### config.mk
export PLATFORM = sky130hd
export DESIGN_NAME = ir_loader
export DESIGN_NICKNAME = d
export VERILOG_FILES = /design/src/rtl/ir_loader_pkg.sv /design/src/rtl/ir_ram.sv /design/src/rtl/ir_loader.sv
export SDC_FILE = /design/constraint.sdc
export NUM_CORES = 2
export LEC_CHECK = 0
export CAP_MARGIN = 20
export CORE_ASPECT_RATIO = 1.75
export CORE_UTILIZATION = 65
export CTS_CLUSTER_DIAMETER = 50
export CTS_CLUSTER_SIZE = 12
export DETAILED_ROUTE_END_ITERATION = 16
export GPL_ROUTABILITY_DRIVEN = 0
export GPL_TIMING_DRIVEN = 1
export MAX_ROUTING_LAYER = met4
export PLACE_DENSITY = 0.81
export REMOVE_ABC_BUFFERS = 1
export SLEW_MARGIN = 20
export SYNTH_ARGS = -nofsm -noshare
export SYNTH_HDL_FRONTEND = slang
export SYNTH_SLANG_ARGS = --single-unit
### constraint.sdc
create_clock -name clk -period 4.2 [get_ports clk]
set_clock_uncertainty 0.1 [all_clocks]
set_input_delay 1.05 -clock clk [delete_from_list [all_inputs] [get_ports clk]]
set_output_delay 1.05 -clock clk [all_outputs]
set_load 0.02 [all_outputs]
### src/rtl/ir_loader_pkg.sv
// Shared constants and state types for the IR loader and its RAM.
// Pure declarations; no timing or flow control of its own.
package ir_loader_pkg;

  localparam int              IR_DATA_WIDTH = 8;
  localparam int              IR_ADDR_WIDTH = 8;
  localparam logic [7:0]      IR_STOP_OP    = 8'b0000_1110;

  typedef enum logic [1:0] {
    LD_IDLE = 2'd0,
    LD_LOAD = 2'd1,
    LD_DONE = 2'd2
  } ld_state_t;

  // Where the ir output currently comes from; lets ir hold without an extra data flop.
  typedef enum logic [1:0] {
    IR_SRC_ZERO = 2'd0,
    IR_SRC_STOP = 2'd1,
    IR_SRC_RAM  = 2'd2
  } ir_src_t;

endpackage

### src/rtl/ir_ram.sv
// 1W/1R program RAM, registered read data one cycle after re; read data holds when re is low.
// No backpressure: a write or read is performed whenever its enable is high.
module ir_ram #(
  parameter int DW = 8,
  parameter int AW = 8
) (
  input  logic          clk,
  input  logic          we,
  input  logic [AW-1:0] waddr,
  input  logic [DW-1:0] wdata,
  input  logic          re,
  input  logic [AW-1:0] raddr,
  output logic [DW-1:0] rdata
);

  logic [DW-1:0] mem [2**AW];
  logic [DW-1:0] rdata_q;

  always_ff @(posedge clk) begin
    if (we) mem[waddr] <= wdata;
    if (re) rdata_q <= mem[raddr];
  end

  assign rdata = rdata_q;

endmodule

### src/rtl/ir_loader.sv
// Loads a program byte stream into IR RAM, then serves irp fetches with 1-cycle latency.
// load_ready is high only while loading and no restart is pending; fetches never stall.
module ir_loader
  import ir_loader_pkg::*;
#(
  parameter int                    DATA_WIDTH = IR_DATA_WIDTH,
  parameter int                    ADDR_WIDTH = IR_ADDR_WIDTH,
  parameter logic [DATA_WIDTH-1:0] STOP_OP    = DATA_WIDTH'(IR_STOP_OP)
) (
  input  logic                  clk,
  input  logic                  rst,
  input  logic                  load_start,
  input  logic                  load_valid,
  input  logic [DATA_WIDTH-1:0] load_data,
  input  logic                  load_last,
  output logic                  load_ready,
  output logic                  load_finished,
  output logic [ADDR_WIDTH:0]   ir_count,
  input  logic                  fetch_req,
  input  logic [ADDR_WIDTH-1:0] fetch_addr,
  output logic                  ir_valid,
  output logic [DATA_WIDTH-1:0] ir
);

  ld_state_t             state_q, state_d;
  logic [ADDR_WIDTH-1:0] wr_ptr_q, wr_ptr_d;
  logic [ADDR_WIDTH:0]   count_q, count_d;
  logic                  fin_q, fin_d;
  logic                  ir_valid_q, ir_valid_d;
  ir_src_t               ir_src_q, ir_src_d;
  logic                  accept;
  logic                  fetch_ok;
  logic                  in_range;
  logic [DATA_WIDTH-1:0] ram_rdata;

  assign load_ready = (state_q == LD_LOAD) && !load_start;
  assign accept     = load_valid && load_ready;
  // A restart in DONE takes priority over a same-cycle fetch.
  assign fetch_ok   = (state_q == LD_DONE) && fetch_req && !load_start;
  assign in_range   = {1'b0, fetch_addr} < count_q;

  always_comb begin
    state_d    = state_q;
    wr_ptr_d   = wr_ptr_q;
    count_d    = count_q;
    fin_d      = fin_q;
    ir_valid_d = 1'b0;
    ir_src_d   = ir_src_q;

    if (load_start) begin
      state_d  = LD_LOAD;
      wr_ptr_d = '0;
      count_d  = '0;
      fin_d    = 1'b0;
    end else begin
      case (state_q)
        LD_LOAD: begin
          if (accept) begin
            wr_ptr_d = wr_ptr_q + 1'b1;
            count_d  = count_q + 1'b1;
            if (load_last || (wr_ptr_q == '1)) begin
              state_d = LD_DONE;
              fin_d   = 1'b1;
            end
          end
        end
        LD_IDLE, LD_DONE: ;
        default: state_d = LD_IDLE;
      endcase
    end

    if (fetch_ok) begin
      ir_valid_d = 1'b1;
      ir_src_d   = in_range ? IR_SRC_RAM : IR_SRC_STOP;
    end
  end

  always_ff @(posedge clk or posedge rst) begin
    if (rst) begin
      state_q    <= LD_IDLE;
      wr_ptr_q   <= '0;
      count_q    <= '0;
      fin_q      <= 1'b0;
      ir_valid_q <= 1'b0;
      ir_src_q   <= IR_SRC_ZERO;
    end else begin
      state_q    <= state_d;
      wr_ptr_q   <= wr_ptr_d;
      count_q    <= count_d;
      fin_q      <= fin_d;
      ir_valid_q <= ir_valid_d;
      ir_src_q   <= ir_src_d;
    end
  end

  ir_ram #(
    .DW(DATA_WIDTH),
    .AW(ADDR_WIDTH)
  ) u_ram (
    .clk   (clk),
    .we    (accept),
    .waddr (wr_ptr_q),
    .wdata (load_data),
    .re    (fetch_ok),
    .raddr (fetch_addr),
    .rdata (ram_rdata)
  );

  always_comb begin
    ir = '0;
    case (ir_src_q)
      IR_SRC_RAM:  ir = ram_rdata;
      IR_SRC_STOP: ir = STOP_OP;
      default:     ir = '0;
    endcase
  end

  assign load_finished = fin_q;
  assign ir_count      = count_q;
  assign ir_valid      = ir_valid_q;

endmodule

==> results of run 1 <==
## synthesized netlist by cell type (all sizes together), types with 2 or more instances
cell	n
nor3b	3
nand3	54
a32oi	4
a211o	4
a22o	9
a21oi	63
xor2	4
mux2i	152
a31oi	4
or3	9
a221oi	27
nand2	60
o221ai	32
o211ai	19
mux2	11
nor3	21
nor4	11
mux4	471
dfrtp	23
o21a	6
buf	153
o21ai	21
a211oi	39
nor2	303
nor2b	41
clkbuf	72
edfxtp	2056
a22oi	31
and3	13
nand3b	6
and2	10
ha	14
nand2b	16
a21o	4
xnor2	10
o22ai	45
nand4	21
or3b	2
inv	13
## kinds of logic after synthesis
family / after synthesis
flops: 2079
mux: 634
simple gates: 574
compound gates: 310
buf+inv: 239
xor+xnor: 14
fa+ha+maj: 14
## per-stage QoR
| stage | area [µm²] | setup slack (ns) | cells | utilization [%] | setup TNS (ns) |
|---|---|---|---|---|---|
| 2_1_floorplan | 79800 | 0.684 | 3638 | - | 0 |
| 3_3_place_gp | 86800 | -0.0611 | 5862 | 70.0 | -0.122 |
| 3_5_place_dp | 86800 | -0.0830 | 5862 | 70.0 | -0.249 |
| 4_1_cts | 92000 | 0.410 | 6113 | 74.2 | 0 |
| 5_1_grt | 92100 | 0.314 | 6127 | 74.2 | 0 |
## metal layers
| layer | GRT usage, % |
|---|---|
| met1 | 41.3 |
| met2 | 62.3 |
| met3 | 8.84 |
| met4 | 30.9 |
| met5 | - |
==> flow_summary.ini, run 1 <==
[outcome]
status = did not finish
haltStage = 5_2_route
first-error = [ERROR DRT-0255] Maze Route cannot find path of net load_ready in worker of routeBox ( 241500 193200 ) ( 269250 241500 ).

[cts]
postCtsSetupBuffers = 0
cts_hold_buf = 0
cts_num_sinks = 2079
clock_path_buffers = 3
cts_inserted_buffers = 191
cts-root-buf = clkbuf_16
htree_levels = 4
cts.repair.resized = 0

[logic_synthesis]
synth-edff-count = 2056
synthXorXnorAreaFrac_pct = 0.151
synth_top_cell_by_area = edfxtp_1
yosys.area_share.simple_pct = 3.22
ys_seq_area_share_pct = 76.7
synth_top_area_share_pct = 76.0
synth_top_family_by_area = multiplexers
ys_seq_elements = 2079
yosysWarnings = 0
synth_compound_area_share_pct = 2.65
synthAdderAreaFrac_pct = 0.216
async_flop_share_pct = 1.11
syn_avg_cell_area_um2 = 21.0
yosysUniqueCellTypes = 54
muxShareOfSynthArea_pct = 15.2
syn_inst = 3864
synth_area_leaders = edfxtp_1 76%, mux4_2 12%, mux2i_1 1.9%
syn_area_mm2 = 0.0812
synthFlopType = edfxtp_1

[global_routing]
grt_pass1_wl_mm = 329
grt_max_degree = 127
grt_overflow = 0
antenna_found_initial = 9
grt_pass1_vias = 45800
grtUsageTotal_pct = 38.7

[floorplanning]
die_h_um = 470
fp.dieW_um = 269
io_pins = 42
rows = 171
initial_core_util_pct = 65.5

[placed_design]
port_buffers = 41
dp_hpwl_mm = 142
==> run 2, diff against run 1 <==
Settings changed: CORE_ASPECT_RATIO 1.75 to default, CORE_UTILIZATION 65 to 40, CTS_CLUSTER_DIAMETER 50 to default, CTS_CLUSTER_SIZE 12 to default, MAX_ROUTING_LAYER met4 to default, PLACE_DENSITY 0.81 to default, PLACE_DENSITY_LB_ADDON from default to 0.15.
==> flow_summary.ini, run 2 <==
[logic_synthesis]
synth_most_common_cell = edfxtp_1
ys_seq_area_share_pct = 76.7
synth_area_leaders = edfxtp_1 76%, mux4_2 12%, mux2i_1 1.9%
syn_area_mm2 = 0.0812
ys_seq_elements = 2079
syn_avg_cell_area_um2 = 21.0
yosysUniqueCellTypes = 54
synth_top_area_share_pct = 76.0
yosysWarnings = 0
synth_top_cell_by_area = edfxtp_1
async_flop_share_pct = 1.11
synth-edff-count = 2056
synth_commonest_cells = 2056 x edfxtp_1, 449 x mux4_2, 303 x nor2_1, 152 x mux2i_1, 72 x clkbuf_1
synthFlopType = edfxtp_1
syn_inst = 3864

[worst_hold_path]
hp-start = state_q[0]$_DFFE_PP0P_
hold_class = flop to flop

[critical_path]
worstSetupPathType = flop to output pin
r2r_start = u_ram.mem[165][5]$_DFFE_PP_
arrival_ns = 2.87
crit_path_start_kind = flop
crit_required_ns = 3.05
crit_path_end_kind = output pin
worstPathMaxFanout = 8
startpoint = ir_src_q[0]$_DFFE_PP0P_

[placed_design]
port_buffers = 41
place_area_mm2 = 0.0885
place_worst_setup_slack_ns = -0.118
dp_hpwl_mm = 146

[cts]
clk_pin_slew_ns = 0.06
postCtsSetupBuffers = 0
htree_levels = 4
cts_inserted_buffers = 209
cts_tree = done
cts-root-buf = clkbuf_16
clock_path_buffers = 3
clock_latency_ns = 0.84
cts_hold_buf = 0
cts_num_sinks = 2079
cts.repair.resized = 1

[floorplanning]
fp.dieW_um = 453
io_pins = 42
initial_core_util_pct = 40.2
rows = 165
die_h_um = 453
dieArea_mm2 = 0.205
coreArea_mm2 = 0.202

[drt]
drtIter0Drc = 4096
viasPerCell = 5.58
vias = 40800
ant_nets = 0
avgRoutedWirePerCell_um = 30.6
drc = 0
firstDrtPassIters = 6
routed_wl_mm = 223

[cells_and_area]
nNetsFinal = 4501
final_core_util_pct = 47.0
drive_gt1_share_pct = 28.6
final_area_mm2 = 0.0949
largest_reg_flops = 2048
layout_commonest_cell = edfxtp_1
regMostFlops = u_ram.mem
synthToLayoutAreaGrowth_pct = 16.8
layout_common_cells = 2056 x edfxtp_1, 525 x buf_4, 449 x mux4_2
num-fill-cells = 16900

[timing]
maxSlewHeadroom_pct = 24.3
worst-slew-pin-transition_ns = 1.14
min_period_ns = 4.02
rsz0062_at_grt = false
setup_viol = 0
worst_slack_ns = 0.176
period_share_pct = 95.8
fin_setup_tns_ns = 0
hold_viol = 0
max_freq_mhz = 249
drv_slew = 0

[power_and_ir_drop]
p_int_uw = 33500
vdd_drop_max_v = 0.000377
p_comb_share_pct = 5.5
power_frac_seq_pct = 53.3
p_leak_uw = 0.0306
switching_share_pct = 21.8
clockPowerShare_pct = 41.2
p_switching_uw = 9320
power.density_mw_per_mm2 = 451

[global_routing]
grt_overflow = 0
grtUsageTotal_pct = 21.8
antenna_found_initial = 3
grt_pass1_wl_mm = 315
grt_max_degree = 136
grt_pass1_vias = 41300

[flow_run]
drv_cap = 0

[outcome]
status = finished, final reports clean
-- run 2: cell counts after synthesis --
No cell type changed its count.
-- run 2: layer usage --
layer | global-route usage [%] | up-vias | wire (µm)
met5 | 0 | - | 13
met4 | 6.68 | 2 | 6680
met3 | 3.21 | 296 | 11500
met2 | 35.6 | 1210 | 109000
met1 | 30.2 | 21900 | 95800
li1 | - | 17300 | -
-- run 2: cell families (layout without fill, tap and decap cells) --
family / count (synthesis) / in the layout / share of synthesized area (%)
DFF: 2079 / 2079 / 76.7
muxes: 634 / 634 / 15.2
and+or+nand+nor: 574 / 574 / 3.22
AOI/OAI and AO/OA: 310 / 310 / 2.65
buffers and inverters: 239 / 999 / 1.88
adders and majority gates: 14 / 14 / 0.216
xor gates and xnor gates: 14 / 14 / 0.151
other: 0 / 1 / 0
-- run 2: metrics by stage --
stage	hold slack, ns	power, µW	instances
detailed placement	0.438	25700	6925
finish	0.438	42800	7297
global route	0.465	44000	7296
floorplan	0.443	24100	3638
global placement	0.430	25600	6925
CTS	0.437	43200	7295
-- run 2: final timing paths --
| path | cells after the start | endpoint | slack, ns |
|---|---|---|---|
| max | 5 | ir[1] | 0.18 |
| min | 1 | ir_valid$_DFF_PP0_ | 0.44 |
| max reg2reg | 6 | u_ram.rdata[5]$_DFFE_PP_ | 1.17 |
| min reg2reg | 1 | ir_valid$_DFF_PP0_ | 0.44 |
| max in group asynchronous | 3 | ir_count[1]$_DFFE_PP0P_ | 2.74 |
| min in group asynchronous | 2 | wr_ptr_q[0]$_DFFE_PP0P_ | 0.78 |
-- run 2: critical path, cell delays in order, from the launching register on --
cell and delay, ns:
dfrtp_1 0.38, inv_1 0.08, ha_2 0.36, a21oi_1 0.12, nor2_1 0.40, clkdlybuf4s50_1 0.70
-- run 2: final cells by class --
cell class	count	area [µm²]	share of cell area, %
Clock inverter	100	855	0.900
Inverter	13	48.8	0.0514
Tap cell	2672	3340	3.52
Clock buffer	270	5510	5.81
Multi-Input combinational cell	1546	17400	18.4
Antenna cell	1	2.50	0.00264
Timing Repair Buffer	616	5410	5.70
Sequential cell	2079	62300	65.6
-- run 2: power by group through the flow --
stage / clock network, µW / registers (µW) / logic [µW]
after floorplan: 0 / 23300 / 814
after global placement: 0 / 23300 / 2380
after detailed placement: 0 / 23300 / 2400
after CTS: 18000 / 22800 / 2400
after global routing: 18700 / 22800 / 2470
final: 17600 / 22800 / 2350
No activity file was read; power rests on OpenSTA's default activity.
